File: src/rtl/queue_rd_stage_if.sv
// Handshake bundle between the read stage, the queue controller/RAM and the downstream consumer.
// Signal names keep the read stage's point of view (i_ = into the stage, o_ = out of it).
interface queue_rd_stage_if #(
  parameter int W = 32
);
  logic         i_empty;
  logic         o_pop;
  logic [W-1:0] i_rd_data;
  logic         o_vld;
  logic [W-1:0] o_data;
  logic         i_ack;

  modport master (
    input  i_empty,
    input  i_rd_data,
    input  i_ack,
    output o_pop,
    output o_vld,
    output o_data
  );

  modport slave (
    output i_empty,
    output i_rd_data,
    output i_ack,
    input  o_pop,
    input  o_vld,
    input  o_data
  );
endinterface

File: src/rtl/queue_rd_stage.sv
// Read-side consumer of a RAM-backed queue: issues pops, absorbs the one-cycle RAM latency
// and feeds a 2-entry skid buffer presented downstream on a valid/ack interface.
module queue_rd_stage #(
  parameter int W = 32
) (
  input  logic              clk,
  input  logic              arst_n,
  queue_rd_stage_if.master  bus,
  output logic              o_idle
);

  logic         r_inflight;
  logic [W-1:0] r_buf [2];
  logic         r_head;
  logic         r_tail;
  logic [1:0]   r_cnt;

  logic         w_deq;
  logic [2:0]   w_occ;
  logic [2:0]   w_occ_net;

  assign bus.o_vld  = (r_cnt != 2'd0);
  assign bus.o_data = r_buf[r_head];
  assign w_deq      = bus.o_vld & bus.i_ack;

  // Words buffered plus in flight, minus the one leaving this cycle, must stay below 2 to pop.
  assign w_occ     = {1'b0, r_cnt} + {2'b00, r_inflight};
  assign w_occ_net = w_occ - {2'b00, w_deq};
  assign bus.o_pop = ~bus.i_empty & (w_occ_net < 3'd2);

  assign o_idle = (r_cnt == 2'd0) & ~r_inflight;

  always_ff @(posedge clk or negedge arst_n) begin
    if (!arst_n) begin
      r_inflight <= 1'b0;
      r_head     <= 1'b0;
      r_tail     <= 1'b0;
      r_cnt      <= 2'd0;
    end else begin
      r_inflight <= bus.o_pop;
      if (w_deq)
        r_head <= ~r_head;
      if (r_inflight)
        r_tail <= ~r_tail;
      r_cnt <= r_cnt + {1'b0, r_inflight} - {1'b0, w_deq};
    end
  end

  // Storage is not reset; its contents are only observed while r_cnt is non-zero.
  always_ff @(posedge clk) begin
    if (r_inflight)
      r_buf[r_tail] <= bus.i_rd_data;
  end

  a_cnt_max: assert property (@(posedge clk) disable iff (!arst_n)
    r_cnt <= 2'd2);

  a_no_overrun: assert property (@(posedge clk) disable iff (!arst_n)
    !(r_inflight && (r_cnt == 2'd2) && !w_deq));

  a_no_pop_empty: assert property (@(posedge clk) disable iff (!arst_n)
    !(bus.o_pop && bus.i_empty));

  a_stall_stable: assert property (@(posedge clk) disable iff (!arst_n)
    (bus.o_vld && !bus.i_ack) |=> (bus.o_vld && $stable(bus.o_data)));

endmodule
File: src/flat_wrapper.sv
// flat-port wrapper written by rule: the top's interface ports become plain ports
module queue_rd_stage_flat 
#(
  parameter int W = 32
)
  (clk, arst_n, o_idle, bus_i_empty, bus_i_rd_data, bus_i_ack, bus_o_pop, bus_o_vld, bus_o_data);
  queue_rd_stage_if #(.W(W)) bus_i ();
  input  logic clk;
  input  logic arst_n;
  output logic o_idle;
  input wire logic [$bits(bus_i.i_empty)-1:0] bus_i_empty;
  input wire logic [$bits(bus_i.i_rd_data)-1:0] bus_i_rd_data;
  input wire logic [$bits(bus_i.i_ack)-1:0] bus_i_ack;
  output wire logic [$bits(bus_i.o_pop)-1:0] bus_o_pop;
  output wire logic [$bits(bus_i.o_vld)-1:0] bus_o_vld;
  output wire logic [$bits(bus_i.o_data)-1:0] bus_o_data;
  assign bus_i.i_empty = bus_i_empty;
  assign bus_i.i_rd_data = bus_i_rd_data;
  assign bus_i.i_ack = bus_i_ack;
  assign bus_o_pop = bus_i.o_pop;
  assign bus_o_vld = bus_i.o_vld;
  assign bus_o_data = bus_i.o_data;
  queue_rd_stage #(.W(W)) u_core (.clk(clk), .arst_n(arst_n), .bus(bus_i), .o_idle(o_idle));
endmodule
File: config.mk
export PLATFORM = sky130hd
export DESIGN_NAME = queue_rd_stage_flat
export DESIGN_NICKNAME = d
export VERILOG_FILES = /design/src/rtl/queue_rd_stage_if.sv /design/src/rtl/queue_rd_stage.sv /design/src/flat_wrapper.sv
export SDC_FILE = /design/constraint.sdc
export NUM_CORES = 1
export LEC_CHECK = 0
export CORE_MARGIN = 5
export CORE_UTILIZATION = 40
export DETAILED_ROUTE_END_ITERATION = 12
export GPL_TIMING_DRIVEN = 0
export HOLD_SLACK_MARGIN = 0.12
export PLACE_DENSITY = 0.68
export SETUP_SLACK_MARGIN = 0.4
export SYNTH_ARGS = -nofsm -noshare
export SYNTH_HDL_FRONTEND = slang
export SYNTH_SLANG_ARGS = --single-unit
File: constraint.sdc
create_clock -name clk -period 3.5 [get_ports clk]
set_input_delay 0.7 -clock clk [delete_from_list [all_inputs] [get_ports clk]]
set_output_delay 0.7 -clock clk [all_outputs]
set_load 0.02 [all_outputs]
Word level (Yosys, flattened, before mapping)
Memory sizes are Yosys's and may differ from the RTL's.
Cells that the tools add are included.
Cells by class
  bitwise logic cells: 7
  multiplexer cells: 2
  magnitude comparators: 1
  $add $sub $neg: 4
  reductions and logical operators: 2
Operators by type and width (number)
  $not 1->1: 4
  $add 2x1->3: 1
  $and 1x1->1: 3
  $lt 3x2->1 const B: 1
  $sub 3x1->3: 1
  $add 2x1->2: 1
  $logic_not 2->1: 1
  $mux 1: 2
  $reduce_bool 2->1: 1
  $sub 2x1->2: 1
Storage, ports and cells
  register bits: 5
  memories: 1
  bits in writable memories: 64
  output and inout port bits: 35
  word-level logic and storage cells: 21
  bits of input ports: 36
Memory list
  u_core.r_buf: depth 2, width 32, read ports 1, clocked after memory_dff 0, write ports 1, RTL line queue_rd_stage.sv:13  | logic [W-1:0] r_buf [2];

Logic depth before layout (Yosys ltp)
  depth after elaboration: 5
  gate-level depth with buffers: 7

Worst setup path before layout
OpenSTA, ideal clock, no wires.
  kind: input to output
  from: input port bus_i_ack
  to: output port bus_o_pop
  stages on the path: 6
  arrival: 2.287 ns
  setup slack: 0.513 ns
  data required time: 2.800 ns
  cells stage by stage: o21a_1 > ha_1 > inv_1 > ha_1 > fa_1 > nor3_1
On the way
  longest elaborated chain between the ends: 4
RTL lines
  start, declared: RTL line flat_wrapper.sv:13  | input wire logic [$bits(bus_i.i_ack)-1:0] bus_i_ack;
  $and 1x1->1: RTL line queue_rd_stage.sv:24  | assign w_deq = bus.o_vld & bus.i_ack;
  $sub 3x1->3: RTL line queue_rd_stage.sv:28  | assign w_occ_net = w_occ - {2'b00, w_deq};
  named net u_core.w_occ_net[1]: RTL line queue_rd_stage.sv:20  | logic [2:0] w_occ_net;
  $lt 3x2->1: RTL line queue_rd_stage.sv:29  | assign bus.o_pop = ~bus.i_empty & (w_occ_net < 3'd2);
  $and 1x1->1: RTL line queue_rd_stage.sv:29
  end, declared: RTL line flat_wrapper.sv:14  | output wire logic [$bits(bus_i.o_pop)-1:0] bus_o_pop;
The timed path passes the listed nets, and every way through them passes these cells.

Worst setup path after layout
  from: register u_core.r_cnt[0]
  to: output port bus_o_pop
On the way
  longest elaborated chain between the ends: 5
  elaborated cells between the ends (all ways): 6
  classes of those cells: 2 x add/sub; 1 x order compare; 2 x bitwise; 1 x reduce/logical
RTL lines
  start, declared: RTL line queue_rd_stage.sv:16  | logic [1:0] r_cnt;
  start signal, assigned: RTL line queue_rd_stage.sv:45  | r_cnt <= r_cnt + {1'b0, r_inflight} - {1'b0, w_deq};
  $reduce_bool 2->1: RTL line queue_rd_stage.sv:22  | assign bus.o_vld = (r_cnt != 2'd0);
  $and 1x1->1: RTL line queue_rd_stage.sv:24
  named net u_core.w_deq: RTL line queue_rd_stage.sv:18  | logic w_deq;
  $sub 3x1->3: RTL line queue_rd_stage.sv:28
  named net u_core.w_occ_net[1]: RTL line queue_rd_stage.sv:20
  $lt 3x2->1: RTL line queue_rd_stage.sv:29
  $and 1x1->1: RTL line queue_rd_stage.sv:29
The timed path passes the listed nets, and every way through them passes these cells.

==> reports/results.txt <==
Final nets -> 264
die width -> 92.3 microns
YS warnings -> 0
Synth top area share -> 71.0%
Leak Pwr -> 1.47 nW
Worst-path clk slew -> 0.07 ns
clock tree sinks -> 69
VDD IR max -> 0.593 mV
Finished Layout Cells -> 310
Hold Path Class -> register to register
Setup crit end kind -> output port
total track usage -> 12.4%
CP arrival -> 2.32 ns
commonest cells in the netlist -> edfxtp_1, mux2_4, dfrtp_1, inv_1
outcome -> completed
row count -> 30
Fin. Hold Viols -> 0
final setup vio count -> 0
initial core utilization -> 40.5%
per-cell routed wire length -> 16.2 microns
mapped cell area -> 0.00271 sq mm
power density over cell area -> 753 mW/mm^2
Post-Synth XOR/XNOR Area -> 0.971%
multiplexer share of the synthesized area -> 17.3%
largest fanout on the critical path -> 3
top_reg_cell synth -> edfxtp_1
remaining antenna violation count after routing -> 0
Slew Viols, Final -> 0
Pre-antenna DRT Iters -> 4
Setup Crit Path Kind -> register to output port
share of cells above drive strength 1 -> 34.3%
via count -> 1,437
vias in the first global route -> 1,590
Net Count, Synth -> 160
CTS buffer count -> 9
combinational family with the most area after synthesis -> multiplexers
register area -> 0.00205 sq mm
fin area -> 0.00385 sq mm
Synth Area in Simple Gates -> 0.925%
detailed-route DRC error count -> 0
CTS Root Cell -> clkbuf_8
initial antenna violation count -> 0
first-pass GRT wire length -> 7.90 mm
die area -> 0.00851 sq mm
EDFF count, synth -> 64
CP Data Required Time -> 2.80 ns
minimum clock period -> 3.02 ns
die height -> 92.3 microns
complex-gate fraction of the synthesized area -> 0.277%
Async SR Flop Fraction -> 7.25%
Synth-to-Final Area Change -> 42.4%
Mean Syn Cell Area -> 22.4 sq um
register area share after synthesis -> 75.6%
period utilisation layout -> 86.4%
WL final -> 5.03 mm
Skew-Pair Late Insertion Delay -> 0.32 ns
largest net degree at the start of global routing -> 33
DP Cell Count -> 271
Hold Slack -> 0.547 ns
RSZ-0062 raised after global routing -> yes
Final Util -> 57.7%
clk buf depth -> 2
IO Count -> 71
area leader, netlist -> edfxtp_1
Detail Placement HPWL -> 3.33 mm
fillers -> 523
Final GP Congestion -> 0.722
core outline area -> 0.00668 sq mm
Synth Area in Adders -> 1.66%
Slew @ Worst Pin -> 0.897 ns
DR iter-0 viols -> 34
total power -> 0.00290 W
placed cell areas -> 0.00352 sq mm
Peak Freq -> 0.331 GHz
gr ovfl total -> 0
H-tree Lvls -> 3
Final Skew -> 0.00284 ns
Yosys reg bits -> 69
Synth area leaders -> edfxtp_1, mux2_4, dfrtp_1
# Max-Cap Violations -> 0
diode count -> 0
Yosys cell types -> 16
CTS tree -> built
top-count cell post-synth -> edfxtp_1
IO buf count -> 70
Via-to-Cell Ratio -> 4.64
Setup crit start kind -> register
Cells after Synth -> 121
Multi-input gate area -> 589 sq um
normalized max-slew margin -> 40.1%
[per-layer routing]
| layer | vias to the layer above | global-route usage [%] | part of all wire [%] |
|---|---|---|---|
| li1 | 669 | - | - |
| met2 | 56 | 21.2 | 51 |
| met1 | 703 | 14.2 | 42 |
| met3 | 9 | 3.86 | 6.0 |
| met5 | - | 0 | 0 |
| met4 | 0 | 5.57 | 1.8 |
[sequential cells by signal, indices dropped and copies added, names as in the netlist]
register / count
u_core.r_head: 1
u_core.r_inflight: 1
u_core.r_tail: 1
u_core.r_cnt: 2
u_core.r_buf: 64
[worst max-delay path: stages, from the launching register on]
cell     delay (ns)
dfrtp_1        0.40
o21a_1         0.21
ha_1           0.27
inv_1          0.04
ha_2           0.17
fa_1           0.48
nor3_2         0.25
buf_4          0.18
[kinds of logic (layout without fill, tap and decap cells)]
logic type                 Yosys count  in the layout
xor gates and xnor gates             3              3
AOI/OAI and AO/OA                    1              1
DFF                                 69             69
and+or+nand+nor                      5              5
muxes                               32             32
adders and majority gates            3              3
buffers and inverters                8            117
[stage by stage]
stage               worst slack (ns)  setup TNS, ns
floorplan                      0.513              0
global placement              -0.253         -0.253
detailed placement            -0.403         -0.403
CTS                            0.424              0
global route                   0.388              0
finish                         0.477              0
[path summary, 6_finish.rpt]
kind                                              from                        end  slack (ns)  cells after the start
max reg2reg                  u_core.r_cnt[0]$_DFF_PN0_  u_core.r_head$_DFFE_PN0P_        0.50                     20
min reg2reg                u_core.r_inflight$_DFF_PN0_  u_core.r_tail$_DFFE_PN0P_        0.55                      1
max                          u_core.r_cnt[0]$_DFF_PN0_                  bus_o_pop        0.48                      7
min in group asynchronous                       arst_n  u_core.r_cnt[1]$_DFF_PN0_        0.60                      1
min                        u_core.r_inflight$_DFF_PN0_  u_core.r_tail$_DFFE_PN0P_        0.55                      1
max in group asynchronous                       arst_n  u_core.r_head$_DFFE_PN0P_        2.69                      1
[where the power goes]
| part | leakage (nW) | switching [W] | total [W] | internal [W] |
|---|---|---|---|---|
| combinational | 0.742 | 0.000555 | 0.00130 | 0.000745 |
| sequential | 0.642 | 0.0000471 | 0.00108 | 0.00103 |
| clock | 0.0845 | 0.000268 | 0.000520 | 0.000252 |
[layout make-up]
| cell class | count | share of cell area, % |
|---|---|---|
| clock inverter | 5 | 0.714 |
| tap | 80 | 2.60 |
| clock buffer | 11 | 3.41 |
| sequential | 69 | 53.1 |
| timing repair buffer | 93 | 22.7 |
| multi-input combinational | 44 | 15.3 |
| inverter | 4 | 0.389 |
| buffer | 4 | 1.85 |
[layout by cell type (no fill, tap or decap)]
cell	count
clkdlybuf4s50_1	68
edfxtp_1	64
mux2_4	29
buf_4	22
clkbuf_8	9
dfrtp_1	5
inv_1	4
buf_6	3
buf_12	3
mux2_2	3
clkinv_2	3
xor2_1	2
clkbuf_1	2
or2_2	1
o21a_1	1
nor2_1	1
and2_2	1
xnor2_1	1
nor3_2	1
nor2_4	1
fa_1	1
ha_1	1
ha_2	1
clkinv_4	1
clkinv_1	1
clkbuf_2	1
[what timing repair did]
item / in CTS / in global routing
setup endpoints to repair: 1 / 2
cloned: 0 / 0
setup buffers: 22 / 1
pin swaps: 3 / 2
gates resized for setup: 10 / 3
hold buffers: 0 / 0
Note: power is estimated with default switching activity, not from simulation.
